`src/rtl/demux_pkg.sv`:
```
// ============================================================================
// Module : demux_pkg
// Brief  : Shared defaults and types for the demux1x8_stream distribution block.
// Rev    : 1.0
// ============================================================================
`default_nettype none

package demux_pkg;

  localparam int DEF_DATA_W  = 8;
  localparam int DEF_NUM_OUT = 8;
  localparam int DEF_SEL_W   = 4;
  localparam int DEF_CNT_W   = 8;

  typedef logic [DEF_DATA_W-1:0] lane_data_t;

  typedef enum logic [0:0] {
    LANE_EMPTY = 1'b0,
    LANE_FULL  = 1'b1
  } lane_state_t;

endpackage

`default_nettype wire

```
`src/rtl/demux_lane_reg.sv`:
```
// ============================================================================
// Module : demux_lane_reg
// Brief  : One-entry output holding register with valid/ready handshake.
// Rev    : 1.0
// ============================================================================
`default_nettype none

module demux_lane_reg
  import demux_pkg::*;
#(
  parameter int DATA_W = DEF_DATA_W
) (
  input  logic              clk,
  input  logic              rst,
  input  logic              push,
  input  logic              pop,
  input  logic [DATA_W-1:0] data_i,
  output logic [DATA_W-1:0] data_o,
  output logic              valid_o,
  output logic              ready_o
);

  lane_state_t       r_state;
  lane_state_t       w_next_state;
  logic [DATA_W-1:0] r_data;

  always_ff @(posedge clk or posedge rst) begin
    if (rst) begin
      r_state <= LANE_EMPTY;
    end else begin
      r_state <= w_next_state;
    end
  end

  always_comb begin
    w_next_state = r_state;
    case (r_state)
      LANE_EMPTY: if (push)         w_next_state = LANE_FULL;
      LANE_FULL:  if (pop && !push) w_next_state = LANE_EMPTY;
      default:                      w_next_state = LANE_EMPTY;
    endcase
  end

  // Data is only loaded on push, so it keeps its last value after a pop.
  always_ff @(posedge clk or posedge rst) begin
    if (rst) begin
      r_data <= '0;
    end else if (push) begin
      r_data <= data_i;
    end
  end

  assign data_o  = r_data;
  assign valid_o = (r_state == LANE_FULL);
  assign ready_o = !valid_o || pop;

endmodule

`default_nettype wire

```
`src/rtl/demux1x8_stream.sv`:
```
// ============================================================================
// Module : demux1x8_stream
// Brief  : Registered 1-to-N stream demultiplexer with per-lane holding
//          registers and a saturating counter of invalid-select drops.
// Rev    : 1.0
// ============================================================================
`default_nettype none

module demux1x8_stream
  import demux_pkg::*;
#(
  parameter int DATA_W  = DEF_DATA_W,
  parameter int NUM_OUT = DEF_NUM_OUT,
  parameter int SEL_W   = DEF_SEL_W,
  parameter int CNT_W   = DEF_CNT_W
) (
  input  logic                      clk,
  input  logic                      rst,
  input  logic [DATA_W-1:0]         in_data,
  input  logic [SEL_W-1:0]          in_sel,
  input  logic                      in_valid,
  output logic                      in_ready,
  output logic [NUM_OUT*DATA_W-1:0] out_data,
  output logic [NUM_OUT-1:0]        out_valid,
  input  logic [NUM_OUT-1:0]        out_ready,
  output logic [CNT_W-1:0]          drop_cnt,
  output logic                      busy
);

  localparam int c_lane_w = (NUM_OUT > 1) ? $clog2(NUM_OUT) : 1;

  logic                w_sel_ok;
  logic                w_accept;
  logic [c_lane_w-1:0] w_lane_idx;
  logic [NUM_OUT-1:0]  w_push;
  logic [NUM_OUT-1:0]  w_pop;
  logic [NUM_OUT-1:0]  w_lane_ready;
  logic [CNT_W-1:0]    r_drop_cnt;

  // Extra top bit keeps the compare correct when NUM_OUT == 2**SEL_W.
  assign w_sel_ok   = ({1'b0, in_sel} < (SEL_W+1)'(NUM_OUT));
  assign w_lane_idx = in_sel[c_lane_w-1:0];
  assign in_ready   = w_sel_ok ? w_lane_ready[w_lane_idx] : 1'b1;
  assign w_accept   = in_valid && in_ready;

  generate
    for (genvar i = 0; i < NUM_OUT; i++) begin : g_lane
      assign w_push[i] = w_accept && w_sel_ok && (w_lane_idx == c_lane_w'(i));
      assign w_pop[i]  = out_valid[i] && out_ready[i];

      demux_lane_reg #(
        .DATA_W (DATA_W)
      ) u_lane (
        .clk     (clk),
        .rst     (rst),
        .push    (w_push[i]),
        .pop     (w_pop[i]),
        .data_i  (in_data),
        .data_o  (out_data[i*DATA_W +: DATA_W]),
        .valid_o (out_valid[i]),
        .ready_o (w_lane_ready[i])
      );
    end
  endgenerate

  always_ff @(posedge clk or posedge rst) begin
    if (rst) begin
      r_drop_cnt <= '0;
    end else if (w_accept && !w_sel_ok && (r_drop_cnt != {CNT_W{1'b1}})) begin
      r_drop_cnt <= r_drop_cnt + CNT_W'(1);
    end
  end

  assign drop_cnt = r_drop_cnt;
  assign busy     = |out_valid;

endmodule

`default_nettype wire

```
`config.mk`:
```
export PLATFORM = sky130hd
export DESIGN_NAME = demux1x8_stream
export DESIGN_NICKNAME = d
export VERILOG_FILES = /design/src/rtl/demux_pkg.sv /design/src/rtl/demux_lane_reg.sv /design/src/rtl/demux1x8_stream.sv
export SDC_FILE = /design/constraint.sdc
export NUM_CORES = 1
export LEC_CHECK = 0
export ABC_CLOCK_PERIOD_IN_PS = 4700
export CORE_MARGIN = 10
export CORE_UTILIZATION = 45
export CTS_CLUSTER_DIAMETER = 200
export CTS_CLUSTER_SIZE = 28
export DETAILED_ROUTE_END_ITERATION = 16
export PLACE_DENSITY = 0.85
export SYNTH_ARGS = -nofsm -noshare
export SYNTH_HDL_FRONTEND = slang
export SYNTH_SLANG_ARGS = --single-unit
```
`constraint.sdc`:
```
create_clock -name clk -period 4.7 [get_ports clk]
set_clock_uncertainty 0.15 [all_clocks]
set_input_delay 1.175 -clock clk [delete_from_list [all_inputs] [get_ports clk]]
set_output_delay 1.175 -clock clk [all_outputs]
set_load 0.01 [all_outputs]
```
# Word level (Yosys, flattened, before mapping)
# Index checks and enable logic that the tools add are counted.
# op_classes
add_sub_neg,1
multipliers,0
div_mod_pow,0
magnitude_cmp,2
eq_ne,8
n_shift,0
mux,27
bitwise_logic,8
n_reduce_logical,55
# op_table
operator,n
$logic_and A1 B1 Y1,28
$mux W1,18
$logic_not A1 Y1,17
$pmux W1 S2,8
$eq A3 B3 Y1 const B,4
$add A8 B1 Y8 const B,1
$logic_or A1 B1 Y1,8
$ne A8 B8 Y1 const B,1
$not A1 Y1,8
$reduce_or A8 Y1,1
$eq A3 B2 Y1 const B,2
$lt A3 B4 Y1 const B,1
$lt A4 B4 Y1 const B,1
$bmux W1 S3,1
$eq A3 B1 Y1 const B,1
$logic_not A3 Y1,1
# totals
ff_bits,80
latchBits,0
mem_bits_rw,0
rom_bits,0
inputBits,23
elab_cells,118
mem_count,0

# Longest topological paths before layout
# logic_depth
word_depth,12
depth_mapped,6
ltp_nobuf,5

# By module
# Synthesis repeated with hierarchy kept, for this count alone.
# hier_totals
hier_cells,247
area_unflattened_um2,3599.7
# by_module_without_submodules
module,instances,cells_per_inst,area_each_um2,seq_area_each_um2
demux_lane_reg,8,21,372.9,225.2
demux1x8_stream,1,79,616.8,200.2

# Worst setup path after synthesis
# No wires, ideal clock.
# synth_path
kind,input to output
startpoint,in in_sel[0]
endpoint,out in_ready
arrival_time_ns,2.002
setup_slack_ns,1.373
path_stages,5
path_buffers,1
cell_sequence,buf_6 nor3b_1 a211oi_1 a2111oi_0 a31oi_1
# synth_between
elab_chain_cells,3
# synth_lines
item,line,rtl
start: declaration,demux1x8_stream.sv:20,"input logic [SEL_W-1:0] in_sel,"
$bmux W1 S3,demux1x8_stream.sv:43,assign in_ready = w_sel_ok ? w_lane_ready[w_lane_idx] : 1'b1;
$mux W1 (not written as such),demux1x8_stream.sv:43,
$mux W1 (*),demux1x8_stream.sv:43,
end: declaration,demux1x8_stream.sv:22,"output logic in_ready,"
# Mark *: on every way between the ends. The rest lies on a longest branch, timed or not. The select of a mux whose other input is x is not followed.

# Worst setup path in the final report
# Same ends and word-level chain as after synthesis.

==> results.toml <==
[final_layout]
final_layout_size_suffix_gt1_frac = 0.293
areaGrowthSynthToFinish_pct = 39.3
final_core_util = 0.643
antenna_cells = 0
final_nets = 360

[pwr]
power.switching_uw = 602
combPwrFrac = 0.324
vdd_drop_max_v = 0.000289
p_seq_frac = 0.453
switching_share = 0.285
power_frac_clock = 0.223
power.density_mw_per_mm2 = 456
leakage_nw = 2.02
p_int_mw = 1.51

[timing]
finalSetupViolations = 0
fin_hold_ws_ns = 0.359
tightest_slew_ns = 0.889
min_period_ns = 4.44
finalSetupTns_ns = 0
hold_viol = 0
slew_headroom = 0.403
max_freq_mhz = 225
drv_slew = 0
rsz0062_at_grt = "no"
finalCritPeriodShare = 0.944

[detailed_routing]
wl_per_cell_um = 19.8
dr.pass1.iters = 4
routed_wl_mm = 8.70
routed_via_density = 5.16
ant_nets = 0
drc = 0
vias = 2271
drtIter0Drc = 41

[clock_tree]
clock_path_buffers = 2
postCtsHoldBufs = 0
cts_root_buf = "clkbuf_8"
cts_setup_buffers = 0
cts_max_level = 3
cts_resized = 0
insertion_delay_ns = 0.34
cts_tree = "done"
cts_buffers = 9
clock_sinks = 80
clk_pin_slew_ns = 0.07

[logic_synthesis]
yosysWarnings = 0
synth_edf_count = 0
syn_avg_cell_area_um2 = 14.6
synth_fp_nets = 252
syn-instance-count = 228
ys.flop_type = "dfrtp_1"
synthArstFlopShare = 1.00
synth-seq-cells = 80
ys_seq_area_frac = 0.602
synthesis.area_mm2 = 0.00333
synth_cell_types = 42

[floorplanning]
ioPinCount = 105
rows = 31
die_w_um = 106
chipHeight_um = 106
coreArea_mm2 = 0.00721
die_area_mm2 = 0.0112
initial_utilization = 0.461

[global_routing]
gr-usage-all-layers = 0.156
grt_max_degree = 47
grt_pass1_vias = 2409
grt_antenna_before_repair = 0
grt.overflow.total = 0
grt_pass1_wl_mm = 13.7

[placement]
place_hpwl_mm = 6.41
place.gp.congestion = 0.812
io_buffers = 104

[setup_path]
worstSetupPathType = "input port to primary output"
critPathMaxFanout = 9
critPathCaptureType = "primary output"
ff2ff_setup_slack_ns = 2.49
cp_data_arrival_time_ns = 3.11
cp.required_ns = 3.38
startpoint_type = "input port"

[run_status]
status = "finished clean"

[hold_path]
holdCritPathClass = "flop to flop"

[job]
cap_violations = 0
stage by stage:
stage                     power, mW  setup WS (ns)  cells  area (µm²)
final                          2.11          0.264    440        4640
after global routing           2.23          0.116    440        4640
after CTS                      2.14          0.274    440        4640
after detailed placement       1.67          0.275    424        4450
after global placement         1.64          0.339    424        4450
after floorplan                1.23           1.32    228        3330
placed cells by master, fill, tap and decap left out, types with 2 or more instances in the layout:
| master | Yosys | layout |
|---|---|---|
| nor4_1 | 2 | 2 |
| clkinv_2 | 0 | 2 |
| nand3b_1 | 2 | 2 |
| nor2b_1 | 4 | 4 |
| or2_2 | 4 | 4 |
| nor3_2 | 4 | 4 |
| dfrtp_1 | 80 | 80 |
| nor2_1 | 2 | 2 |
| buf_4 | 8 | 6 |
| and3_1 | 2 | 2 |
| nand3_1 | 4 | 4 |
| clkbuf_1 | 1 | 2 |
| mux2_4 | 8 | 8 |
| clkbuf_8 | 0 | 12 |
| o21a_1 | 2 | 2 |
| or3_1 | 2 | 2 |
| nand2_1 | 9 | 9 |
| mux2_2 | 58 | 58 |
| nand2b_1 | 2 | 2 |
| nor3b_1 | 2 | 2 |
| clkdlybuf4s50_1 | 0 | 104 |
| a31oi_1 | 4 | 4 |
| inv_1 | 4 | 3 |
routing by layer:
metal / global-route usage / vias to the layer above / routed length (µm)
met2: 0.258 / 93 / 4350
met3: 0.0610 / 11 / 746
met4: 0.0513 / 0 / 136
li1: - / 1022 / -
met1: 0.182 / 1145 / 3470
met5: 0 / - / 0
layout make-up:
class	count	area, µm²
well taps	99	124
fillers	576	2580
repair buffers	110	1090
multi-input cells	131	1220
inverters	4	16.3
clock buffers	14	173
clock inverters	2	12.5
flip-flops and latches	80	2000
Yosys cell counts (2+ instances only):
library cell / n / share of area
dfrtp_1: 80 / 0.60
mux2_2: 58 / 0.20
nand2_1: 9 / 0.010
buf_4: 8 / 0.018
mux2_4: 8 / 0.036
a31oi_1: 4 / 0.0075
inv_1: 4 / 0.0045
nand3_1: 4 / 0.0060
nor2b_1: 4 / 0.0075
nor3_2: 4 / 0.012
or2_2: 4 / 0.0075
and3_1: 2 / 0.0038
buf_2: 2 / 0.0030
buf_6: 2 / 0.0068
nand2b_1: 2 / 0.0038
nand3b_1: 2 / 0.0045
nor2_1: 2 / 0.0023
nor3b_1: 2 / 0.0045
nor4_1: 2 / 0.0038
o21a_1: 2 / 0.0045
or3_1: 2 / 0.0038
kinds of logic after synthesis:
family,after synthesis,synth area share
adders and majority gates,1,0.00376
DFF,80,0.602
and+or+nand+nor,47,0.0903
xor gates and xnor gates,2,0.00527
muxes,67,0.235
buffers and inverters,17,0.0335
AOI/OAI and AO/OA,14,0.0301
path summary, 6_finish.rpt:
path                            cells after the start                         end                        from
worst min-delay path                                1  g_lane[7].u_lane.data_o[6]  g_lane[7].u_lane.data_o[6]
max in group asynchronous                           3  g_lane[1].u_lane.data_o[5]                         rst
worst min register to register                      1  g_lane[7].u_lane.data_o[6]  g_lane[7].u_lane.data_o[6]
worst max register to register                      5  g_lane[1].u_lane.data_o[1]    g_lane[0].u_lane.valid_o
worst max-delay path                                6                    in_ready                   in_sel[0]
min in group asynchronous                           2  g_lane[0].u_lane.data_o[3]                         rst
critical path, stage by stage:
cell and delay (ns):
clkdlybuf4s50_1 0.59, nor3b_1 0.31, a211oi_1 0.08, a2111oi_0 0.38, a31oi_1 0.07, clkdlybuf4s50_1 0.50
state kept, by name (all words and copies together), names as in the netlist:
name and cells:
g_lane.u_lane.data_o 64, drop_cnt 8, g_lane.u_lane.valid_o 8
power groups by stage:
stage                     Sequential (mW)  Combinational, mW  Clock [mW]
after floorplan                      1.03              0.202           0
after global placement              0.959              0.681           0
after detailed placement            0.970              0.698           0
after CTS                           0.958              0.701       0.482
after global routing                0.978              0.733       0.518
final                               0.957              0.685       0.470
(Power assumes the default switching activity.)
==> RTL edit: new RTL, same settings <==
Put one more register stage on the output `drop_cnt`, with the module's reset. The value now appears one clock later. The other outputs are not delayed to match.
--- a/src/rtl/demux1x8_stream.sv
+++ b/src/rtl/demux1x8_stream.sv
@@ -73,3 +73,9 @@
 
-  assign drop_cnt = r_drop_cnt;
+  always_ff @(posedge clk or posedge rst) begin
+    if (rst) begin
+      drop_cnt <= '0;
+    end else begin
+      drop_cnt <= r_drop_cnt;
+    end
+  end
   assign busy     = |out_valid;
Check against the original RTL: not equivalent (a bounded check fails within 4 cycles, from zero or initial values and one cycle with rst high).
==> RTL edit against the unedited design <==
- final area increased by 4.4%
- register-to-register slack improved by 340 ps
- power is 6.3% higher
- wire length up 0.37%
- non-clock buffer count shrank 2
- synthesized area is 5.3% higher
- sequential cell count rose by 8
- critical endpoint unchanged
- first-iteration DRC count down 4.9%
- largest cell class unchanged
- setup slack gained 120 ps
==> RTL edit: results <==
export IMPL_run_status="completed"
export IMPL_async_flop_share_pct=100.0
export IMPL_cts_setup_buffers=0
export IMPL_p_int_mw=1.630
export IMPL_port_buffers=104
export IMPL_clk_pin_slew_worst_paths_ps=80
export IMPL_num_vias=2247
export IMPL_critPathTopFamily="buffers and inverters"
export IMPL_cpPeakStageDelay_ps=490
export IMPL_post_synth_num_cell_types=33
export IMPL_grt_pass1_vias=2471
export IMPL_dr_pass1_iters=4
export IMPL_gr_usage_all_layers_pct=15.08
export IMPL_clk_path_buf_depth=2
export IMPL_insertion_delay_ps=340
export IMPL_core_um2=7647
export IMPL_crit_arrival_ps=2990
export IMPL_root_buffer="clkbuf_8"
export IMPL_drive_gt1_share_pct=11.88
export IMPL_dpl_hpwl_mm=6.315
export IMPL_routedWlPerCell_um=19.53
export IMPL_ys_flop_type="dfrtp_1"
export IMPL_drt_iter0_drc=39
export IMPL_cts_buffers=9
export IMPL_grt_start_max_net_pins=33
export IMPL_gp_congestion=0.8285
export IMPL_grt_pass1_wl_mm=13.53
export IMPL_cpMaxStageDelayCell="clkdlybuf4s50_1"
export IMPL_fill_cells=584
export IMPL_largest_reg_flops=64
export IMPL_yosysWarnings=0
export IMPL_critical_path_max_fanout=3
export IMPL_seq_area_frac_synth_pct=62.83
export IMPL_placed_area_um2=4612
export IMPL_nets=364
export IMPL_leakagePower_nw=2.147
export IMPL_ctsResizeCount=0
export IMPL_hold_class="flip-flop to flip-flop"
export IMPL_max_slew_margin_rel_pct=51.42
export IMPL_syn_num_nets=258
export IMPL_synth_top_cells_by_count="dfrtp_1 (88), mux2_1 (54), nand2_1 (10)"
export IMPL_hold_viol=0
export IMPL_synthTopCellsByArea="dfrtp_1 (63%), mux2_1 (17%), mux2_4 (3.0%)"
export IMPL_cts_htree_levels=3
export IMPL_antenna_found_initial=0
export IMPL_diodes=0
export IMPL_vdd_drop_max_mv=0.3216
RTL edit: cell types whose count changed in the layout (fill, tap and decap cells not counted), moves of 3 or more:
cell	before	now
or2_2	4	0
mux2_2	58	4
dfrtp_1	80	88
inv_2	0	3
a31oi_1	4	1
nand2b_1	2	9
nor2_1	2	7
mux2_1	0	54
nor3_2	4	0
RTL edit: logic make-up (layout without fill, tap and decap cells):
| kind of cell | after synthesis | in the layout | synth area share (%) |
|---|---|---|---|
| compound gates | 3 | 3 | 0.6072 |
| xor+xnor | 5 | 5 | 1.250 |
| fa+ha+maj | 1 | 1 | 0.3570 |
| buf+inv | 18 | 129 | 3.177 |
| flops | 88 | 88 | 62.83 |
| mux | 68 | 68 | 23.21 |
| simple gates | 51 | 51 | 8.568 |
RTL edit: metal layers:
metal | vias to the layer above | wire, um | GRT usage, %
li1 | 1021 | - | -
met3 | 7 | 765 | 6.722
met1 | 1149 | 3523 | 16.88
met5 | - | 0 | 0
met2 | 70 | 4316 | 25.39
met4 | 0 | 125 | 4.614
RTL edit: area by class of cell:
cell class	instances	share of cell area [%]
sequential	88	45.51
multi-input combinational	128	24.62
timing repair buffer	108	22.14
clock buffer	13	3.698
tap	102	2.638
clock inverter	3	0.9827
inverter	5	0.4138
RTL edit: worst paths after layout:
| path | startpoint | cells past startpoint | to | slack (ps) |
|---|---|---|---|---|
| max | out_ready[2] | 6 | in_ready | 390 |
| min | r_drop_cnt[7] | 0 | drop_cnt[7] | 290 |
| max reg2reg | g_lane[4].u_lane.valid_o | 3 | g_lane[4].u_lane.data_o[2] | 2830 |
| min reg2reg | r_drop_cnt[7] | 0 | drop_cnt[7] | 290 |
| max in group asynchronous | rst | 3 | g_lane[4].u_lane.data_o[7] | 2600 |
| min in group asynchronous | rst | 2 | g_lane[5].u_lane.data_o[0] | 1010 |
RTL edit: power groups by stage:
stage               Clock (mW)  Combinational [mW]  Sequential (mW)
floorplan                    0               0.167             1.12
global placement             0               0.630             1.05
detailed placement           0               0.648             1.06
CTS                      0.583               0.651             1.05
global route             0.621               0.681             1.07
finish                   0.565               0.636             1.04
RTL edit: through the flow:
stage	setup WS (ps)	hold WS [ps]	utilization, %	std cells
finish	386.1	285.5	63.27	447
floorplan	1096	223.5	-	234
global placement	409.7	258.9	60.31	431
global route	319.4	282.4	63.27	447
detailed placement	386.2	266.1	60.31	431
CTS	376.9	283.9	63.27	447
